## src/rtl/if_fetch_unit.sv

```systemverilog
// Instruction-fetch front end: owns the fetch PC, issues in-order imem requests,
// buffers responses with their PCs and hands them to decode. Optional perf counters: IF_PERF_CNT_EN.
module if_fetch_unit #(
  parameter logic [31:0] RESET_PC  = 32'h0000_0000,
  parameter int          BUF_DEPTH = 2
) (
  input  logic        clk,
  input  logic        reset_n,
`ifdef IF_PERF_CNT_EN
  output logic [31:0] perf_fetch_cnt,
  output logic [31:0] perf_flush_cnt,
`endif
  output logic        imem_req_valid,
  input  logic        imem_req_ready,
  output logic [31:0] imem_req_addr,
  input  logic        imem_resp_valid,
  input  logic [31:0] imem_resp_data,
  input  logic        redirect_valid,
  input  logic [31:0] redirect_pc,
  output logic        id_valid,
  input  logic        id_ready,
  output logic [31:0] id_instr,
  output logic [31:0] id_pc
);

  localparam int PW = $clog2(BUF_DEPTH);
  typedef logic [PW:0] ptr_t;
  typedef enum logic {RUN, DRAIN} state_t;

  logic [31:0]          r_entryPc    [BUF_DEPTH];
  logic [31:0]          r_entryInstr [BUF_DEPTH];
  logic [BUF_DEPTH-1:0] r_filled;
  ptr_t                 r_head;
  ptr_t                 r_tail;
  ptr_t                 r_fill;
  ptr_t                 r_drop;
  logic [31:0]          r_fetchPc;
  state_t               r_state;

  state_t               w_stateNext;
  ptr_t                 w_dropNext;
  ptr_t                 w_alloc;
  ptr_t                 w_unfilled;
  logic [PW+1:0]        w_credit;
  logic                 w_full;
  logic                 w_dropping;
  logic                 w_reqFire;
  logic                 w_deliver;
  logic                 w_respFill;
  logic [PW-1:0]        w_headIdx;
  logic [PW-1:0]        w_tailIdx;
  logic [PW-1:0]        w_fillIdx;

  assign w_headIdx  = r_head[PW-1:0];
  assign w_tailIdx  = r_tail[PW-1:0];
  assign w_fillIdx  = r_fill[PW-1:0];
  assign w_alloc    = r_tail - r_head;
  assign w_unfilled = r_tail - r_fill;
  assign w_credit   = {1'b0, w_alloc} + {1'b0, r_drop};
  assign w_full     = (w_headIdx == w_tailIdx) && (r_head[PW] != r_tail[PW]);

  assign w_reqFire  = imem_req_valid && imem_req_ready;
  assign w_deliver  = id_valid && id_ready;
  assign w_respFill = imem_resp_valid && !w_dropping;

  // Stale-response counter and the RUN/DRAIN state it implies.
  always_ff @(posedge clk or negedge reset_n) begin
    if (!reset_n) begin
      r_state <= RUN;
      r_drop  <= '0;
    end else begin
      r_state <= w_stateNext;
      r_drop  <= w_dropNext;
    end
  end

  // A redirect turns every allocated-but-unfilled slot into a pending drop;
  // a response arriving in that same cycle is itself one of the stale ones.
  always_comb begin
    w_dropNext = r_drop;
    if (redirect_valid)
      w_dropNext = r_drop + w_unfilled - {{PW{1'b0}}, imem_resp_valid};
    else if (imem_resp_valid && w_dropping)
      w_dropNext = r_drop - {{PW{1'b0}}, 1'b1};
    w_stateNext = (w_dropNext != '0) ? DRAIN : RUN;
  end

  always_comb begin
    w_dropping     = (r_state == DRAIN);
    imem_req_valid = reset_n && !redirect_valid && !w_full &&
                     (w_credit < (PW+2)'(BUF_DEPTH));
    id_valid       = r_filled[w_headIdx] && !redirect_valid;
  end

  assign imem_req_addr = r_fetchPc;
  assign id_instr      = r_entryInstr[w_headIdx];
  assign id_pc         = r_entryPc[w_headIdx];

  // Circular buffer: allocate at tail, fill in order at fill pointer, retire at head.
  always_ff @(posedge clk or negedge reset_n) begin
    if (!reset_n) begin
      r_head   <= '0;
      r_tail   <= '0;
      r_fill   <= '0;
      r_filled <= '0;
      for (int i = 0; i < BUF_DEPTH; i++) begin
        r_entryPc[i]    <= '0;
        r_entryInstr[i] <= '0;
      end
    end else if (redirect_valid) begin
      r_head   <= '0;
      r_tail   <= '0;
      r_fill   <= '0;
      r_filled <= '0;
    end else begin
      if (w_reqFire) begin
        r_entryPc[w_tailIdx] <= r_fetchPc;
        r_filled[w_tailIdx]  <= 1'b0;
        r_tail               <= r_tail + 1'b1;
      end
      if (w_respFill) begin
        r_entryInstr[w_fillIdx] <= imem_resp_data;
        r_filled[w_fillIdx]     <= 1'b1;
        r_fill                  <= r_fill + 1'b1;
      end
      if (w_deliver) begin
        r_filled[w_headIdx] <= 1'b0;
        r_head              <= r_head + 1'b1;
      end
    end
  end

  always_ff @(posedge clk or negedge reset_n) begin
    if (!reset_n)
      r_fetchPc <= RESET_PC;
    else if (redirect_valid)
      r_fetchPc <= {redirect_pc[31:2], 2'b00};
    else if (w_reqFire)
      r_fetchPc <= r_fetchPc + 32'd4;
  end

`ifdef IF_PERF_CNT_EN
  always_ff @(posedge clk or negedge reset_n) begin
    if (!reset_n) begin
      perf_fetch_cnt <= '0;
      perf_flush_cnt <= '0;
    end else begin
      if (w_reqFire)
        perf_fetch_cnt <= perf_fetch_cnt + 32'd1;
      if (redirect_valid)
        perf_flush_cnt <= perf_flush_cnt + 32'd1;
    end
  end
`endif

endmodule

```

## config.mk

```make
export PLATFORM = sky130hd
export DESIGN_NAME = if_fetch_unit
export DESIGN_NICKNAME = d
export VERILOG_FILES = /design/src/rtl/if_fetch_unit.sv
export SDC_FILE = /design/constraint.sdc
export NUM_CORES = 1
export LEC_CHECK = 0
export CAP_MARGIN = 20
export CORE_UTILIZATION = 32
export DETAILED_ROUTE_END_ITERATION = 8
export PLACE_DENSITY = 0.65
export SYNTH_ARGS = -nofsm -noshare
export SYNTH_HDL_FRONTEND = slang
export SYNTH_SLANG_ARGS = --single-unit
```

## constraint.sdc

```tcl
create_clock -name clk -period 3.99 [get_ports clk]
set_clock_uncertainty 0.15 [all_clocks]
set_input_delay 0.399 -clock clk [delete_from_list [all_inputs] [get_ports clk]]
set_output_delay 0.399 -clock clk [all_outputs]
set_load 0.02 [all_outputs]
```

## After elaboration in Yosys (flattened, before gate mapping)

Cells that the tools add are included.

- Register bits after elaboration: 171
- Input port bits: 70
- Output and inout bits: 98
- Logic and storage cells: 104

- Add/subtract/negate cells: 10
- Order comparisons: 12
- Equal/unequal tests: 2
- Mux-type cells: 37
- Bitwise logic cells: 9
- Reductions and logical operators: 23

Operator list:

| cell | count |
|---|---|
| $mux W32 | 10 |
| $bwmux W64 | 2 |
| $demux W32 S1 | 2 |
| $add A32 B3 Y32 const B | 1 |
| $mux W2 | 14 |
| $logic_and A1 B1 Y1 | 14 |
| $reduce_bool A2 Y1 | 4 |
| $add A2 B1 Y2 const B | 3 |
| $ge A2 B2 Y1 const B | 3 |
| $lt A1 B2 Y1 const B | 3 |
| $mux W1 | 6 |
| $not A1 Y2 | 3 |
| $and A2 B2 Y2 | 2 |
| $lt A2 B1 Y1 const B | 2 |
| $not A2 Y2 | 2 |
| $reduce_and A2 Y1 | 2 |
| $sub A2 B2 Y2 | 2 |
| $add A2 B2 Y3 | 1 |
| $demux W1 S1 | 3 |
| $ge A1 B1 Y1 const B | 3 |
| $logic_not A1 Y1 | 3 |
| $lt A3 B2 Y1 const B | 1 |
| $add A2 B2 Y2 | 1 |
| $or A2 B2 Y2 | 1 |
| 5 further kinds | 5 |

## Logic depth before layout (Yosys ltp)

- Depth in word-level cells: 14
- Depth in mapped cells: 12
- Gate-level depth less buffers: 10

## Least setup slack after synthesis

No wires, ideal clock.

- Path type: register to register
- From: register r_tail[0]
- To: register r_fetchPc[20], in the netlist imem_req_addr[20]
- Library setup time: 0.135 ns
- Data arrival time: 2.512 ns
- Required time: 3.705 ns
- Path slack: 1.193 ns
- Stages on the path, launching flop included: 13
- Buffers on the path: 2
- Period minus slack after synthesis: 2.797 ns
- Cells stage by stage: dfrtp_1 -> inv_1 -> ha_1 -> inv_1 -> nand2_1 -> fa_1 -> and4b_1 -> o211a_1 -> buf_2 -> clkbuf_1 -> nand3_1 -> nand3_1 -> o211ai_1

- Word-level cells in the longest chain between the ends: 7
- Elaborated cells between the ends (all ways): 10
- Those cells by class: add/sub: 2; order compare: 1; eq/ne: 1; reduce/logical: 6

RTL lines:

| what | line | source |
|---|---|---|
| start, declared | 34 | `ptr_t r_tail;` |
| start signal, assigned | 119 | `r_tail <= r_tail + 1'b1;` |
| branches (longest 4 deep; another with $add A2 B2 Y3) | n/a |  |
| $logic_and A1 B1 Y1 * | 90 | `imem_req_valid = reset_n && !redirect_valid && !w_full &&` |
| $logic_and A1 B1 Y1 * | 62 | `assign w_reqFire = imem_req_valid && imem_req_ready;` |
| $reduce_bool A2 Y1 (no source line) * | n/a |  |
| end signal, assigned | 137 | `r_fetchPc <= {redirect_pc[31:2], 2'b00};` |
| end signal, assigned | 139 | `r_fetchPc <= r_fetchPc + 32'd4;` |
| end, declared | 37 | `logic [31:0] r_fetchPc;` |

Mark *: on every way between the ends.
A chain may end at the register's enable or synchronous reset.

## Worst setup path after layout

- From: register r_tail[0]
- To: output port imem_req_valid

- Word-level cells in the longest chain between the ends: 5
- Elaborated cells between the ends (all ways): 8
- Those cells by class: add/sub: 2; order compare: 1; eq/ne: 1; reduce/logical: 4

RTL lines:

| what | line | source |
|---|---|---|
| branches (longest 4 deep; another with $add A2 B2 Y3) | n/a |  |
| $logic_and A1 B1 Y1 * | 90 |  |
| end, declared | 13 | `output logic imem_req_valid,` |

Marked as above.

==> implementation parameters <==
Parameter                              Value

Floorplan
  Number of core rows    56
  Die X    158.5 microns
  CORE AREA    0.02375 sq mm
  Die height    158.5 microns
  Die area    0.02511 sq mm
  Top-level port count    168
  Initial cell density of the core    32.98%

Setup path
  Buffers and inverters on the worst path    3
  Slowest CP cell    sky130_fd_sc_hd__clkdlybuf4s50_1
  Critical path data arrival time    3.00 ns
  Register-to-register path setup slack    0.78 ns
  Delay of the slowest critical-path stage    0.65 ns
  Type of the setup path with the least slack    flop to output pin
  Data required time of the worst path    3.44 ns
  R2R Path End    imem_req_addr[7]$_DFFE_PN0N_
  CP Capture Point    imem_req_valid
  Startpoint of the most critical register-to-register path    r_tail[0]$_DFFE_PN0N_
  Most frequent CP cell    sky130_fd_sc_hd__inv_1
  Series of cell instances along the critical path    inv_1 -> ha_1 -> inv_1 -> nand2_1 -> fa_1 -> and4b_1 -> a21boi_0 -> clkdlybuf4s50_1
  CP startpoint    r_tail[0]$_DFFE_PN0N_
  Startpoint class of the critical path    flop
  Worst Reg2Reg Path Length in Cells    11
  Element type at the critical path end    output pin
  WP depth    8
  Critical path's top delay family    buffers and inverters
  Peak fanout along the critical path    5

Clock network
  Count of hold buffers inserted by post-cts repair    0
  Number of setup buffers added after CTS    0
  Max Root-Sink Buffers    2
  Cell at the root of the clock tree    sky130_fd_sc_hd__clkbuf_16
  Inserted Clock Buffers    17
  CTS sink cnt    165
  Quantity of gates resized following cts    0
  CTS H-Tree Depth    4
  CTS clock-pin slew for the worst setup and hold paths    0.07 ns
  TritonCTS clock tree    done
  Clock insertion delay at the later pin of the skew report    0.43 ns

Pwr
  Internal power summed over all cells    4.720 mW
  Total power after layout    6.930 mW
  Worst IR drop on VDD    0.3140 mV
  Proportion of power drawn by the clock network    23.7%
  Net Switching    2.209 mW
  Switching share of total power    31.88%
  Leak Pwr    4.394 nW
  Register share of total power    38.9%
  Combinational share of power    37.5%
  Power per cell area    668.2 mW/mm^2

Routing
  Detailed Route WL    19480 microns
  Starting DRC count in detailed routing    344
  Residual DRC count    0
  Iteration count of the initial detailed-routing pass    5
  Wire length per cell    17.58 microns
  Number of vias in the routed layout    5510
  Number of vias per cell after detailed routing    4.973
  Antenna-violating nets left    0

Timing
  Final worst path period need    3.552 ns
  Relative slew slack    35.45%
  Fin. max-slew vios    0
  Hold WS    -0.03598 ns
  Final Cycle Share    89.03%
  Endpoints failing hold    4
  Final setup violation count    0
  Worst-Margin Slew    0.9683 ns
  Achievable Freq    281.5 MHz
  Setup Total Neg Slack    0 ns
  Unrepaired setup endpoints after global routing    false

GRT
  Via count of the first global-routing pass    5448
  Sum of overflow across all layers after global routing    0
  Antenna violations before repair    0
  Pin count of the biggest net entering global routing    166
  Wire length of the first global-routing pass    30410 microns
  Overall track demand over capacity in global routing    15.95%

Run status
  Violated checks    hold timing
  Status    finished, violations left

Cells and area
  N_diodes    0
  Growth of design area from synthesis to finish    32.40%
  Layout cells sized above 1    29.28%
  Area taken by flip-flops and latches    0.004133 sq mm
  Net count of the finished layout    853
  Multi-input combinational cell area    0.003520 sq mm
  Total of fill cells in the finished design    2229

Place
  DPL Wire Length    12570 microns
  Weighted congestion at the end of routability-driven global placement    0.7614
  Number of I/O port buffers    161

Logic synthesis
  Synthesized area per cell    12.61 sq um
  Number of enable flip-flop cells after synthesis    0
  Number of distinct library cells after synthesis    50
  Ys async rst share    100.0%
  Gate Count Post-Synth    621
  Total number of yosys warnings    0
  Most frequently used flop master after synthesis    sky130_fd_sc_hd__dfrtp_1
  Sequential-to-total area share from yosys stat    52.72%
  Yosys reg bits    165
  Combined area of all synthesized cells    0.007833 sq mm

Worst hold path
  Worst hold-check path type    input port to async pin

Run
  Max cap viols    0
## cell usage after synthesis (8+ instances only)
cell	count	area, sq um
sky130_fd_sc_hd__a21oi_1	9	45.04
sky130_fd_sc_hd__o211ai_1	13	97.59
sky130_fd_sc_hd__nand3_1	22	110.1
sky130_fd_sc_hd__nand2_1	42	157.7
sky130_fd_sc_hd__buf_2	15	75.07
sky130_fd_sc_hd__mux2_2	179	2016
sky130_fd_sc_hd__nor2_1	23	86.33
sky130_fd_sc_hd__xnor2_1	9	78.83
sky130_fd_sc_hd__dfrtp_1	165	4129
sky130_fd_sc_hd__o311ai_0	8	70.07
sky130_fd_sc_hd__inv_1	10	37.54
sky130_fd_sc_hd__o21ai_0	21	105.1
sky130_fd_sc_hd__clkbuf_1	13	48.80
## metal layers
metal	share of wire (%)	up-vias	track usage, %	wire, microns
li1	-	2572	-	-
met1	48	2819	22.14	9382
met4	1.1	0	5.266	223
met5	0	-	0	0
met2	48	104	24.75	9288
met3	3.0	15	3.239	586
## placed cells by master (no fill, tap or decap), types with 9 or more instances in the layout
| cell type | Yosys | layout |
|---|---|---|
| sky130_fd_sc_hd__mux2_2 | 179 | 179 |
| sky130_fd_sc_hd__dfrtp_1 | 165 | 164 |
| sky130_fd_sc_hd__clkdlybuf4s50_1 | 0 | 159 |
| sky130_fd_sc_hd__nand2_1 | 42 | 42 |
| sky130_fd_sc_hd__nand3_1 | 22 | 22 |
| sky130_fd_sc_hd__o21ai_0 | 21 | 21 |
| sky130_fd_sc_hd__nor2_1 | 23 | 20 |
| sky130_fd_sc_hd__clkbuf_16 | 0 | 17 |
| sky130_fd_sc_hd__o211ai_1 | 13 | 13 |
| sky130_fd_sc_hd__inv_1 | 10 | 10 |
| sky130_fd_sc_hd__buf_4 | 4 | 10 |
| sky130_fd_sc_hd__xnor2_1 | 9 | 9 |
| sky130_fd_sc_hd__a21oi_1 | 9 | 9 |
## kinds of logic after synthesis
logic type / count (synthesis) / share of synthesized area (%)
AOI/OAI and AO/OA: 75 / 6.613
xor gates and xnor gates: 13 / 1.454
adders and majority gates: 6 / 1.246
buffers and inverters: 49 / 2.780
DFF: 165 / 52.72
muxes: 186 / 26.69
other: 1 / 0.04788
and+or+nand+nor: 126 / 8.451
## final cells by class
class                      count  share of cell area (%)
sequential                   165                   39.85
multi-input combinational    410                   33.94
tap                          319                   3.849
clock buffer                  20                   4.307
timing repair buffer         172                   16.42
clock inverter                11                   1.231
inverter                      11                  0.3982
## per-stage QoR
stage	cells	hold WS, ns	area [sq um]	utilization, %	worst slack (ns)
6_report	1108	-0.03598	10370	43.66	0.4378
5_1_grt	1108	0.06814	10370	43.66	0.1940
4_1_cts	1108	0.05621	10370	43.66	0.3895
3_5_place_dp	1077	0.3255	9796	41.24	0.7724
3_3_place_gp	1077	0.3111	9796	41.24	0.7796
2_1_floorplan	624	-0.04659	7844	-	1.193
## how the worst min path moves through the flow
stage	end	cells past startpoint	slack, ns
after floorplan	imem_req_addr[10]$_DFFE_PN0N_	0	-0.05
after global placement	r_entryPc[4]$_DFFE_PN0P_	2	0.31
after detailed placement	r_entryInstr[35]$_DFFE_PN0P_	1	0.33
after CTS	r_entryPc[3]$_DFFE_PN0P_	2	0.06
after global routing	r_entryPc[3]$_DFFE_PN0P_	2	0.07
final	r_entryPc[2]$_DFFE_PN0P_	2	-0.04
## registers in the layout, summed over array words and instances (netlist names)
name,flops
r_fill,2
r_filled,2
r_entryInstr,64
r_entryPc,60
r_head,2
imem_req_addr,30
r_state,1
r_drop,2
r_tail,2
## power by group through the flow
stage | logic (mW) | registers [mW] | clock network, mW
floorplan | 1.59 | 2.64 | 0
global placement | 2.59 | 2.69 | 0
detailed placement | 2.62 | 2.72 | 0
CTS | 2.63 | 2.69 | 1.69
global route | 2.79 | 2.79 | 1.76
finish | 2.60 | 2.69 | 1.64
Power figures use the tool's default switching activity.
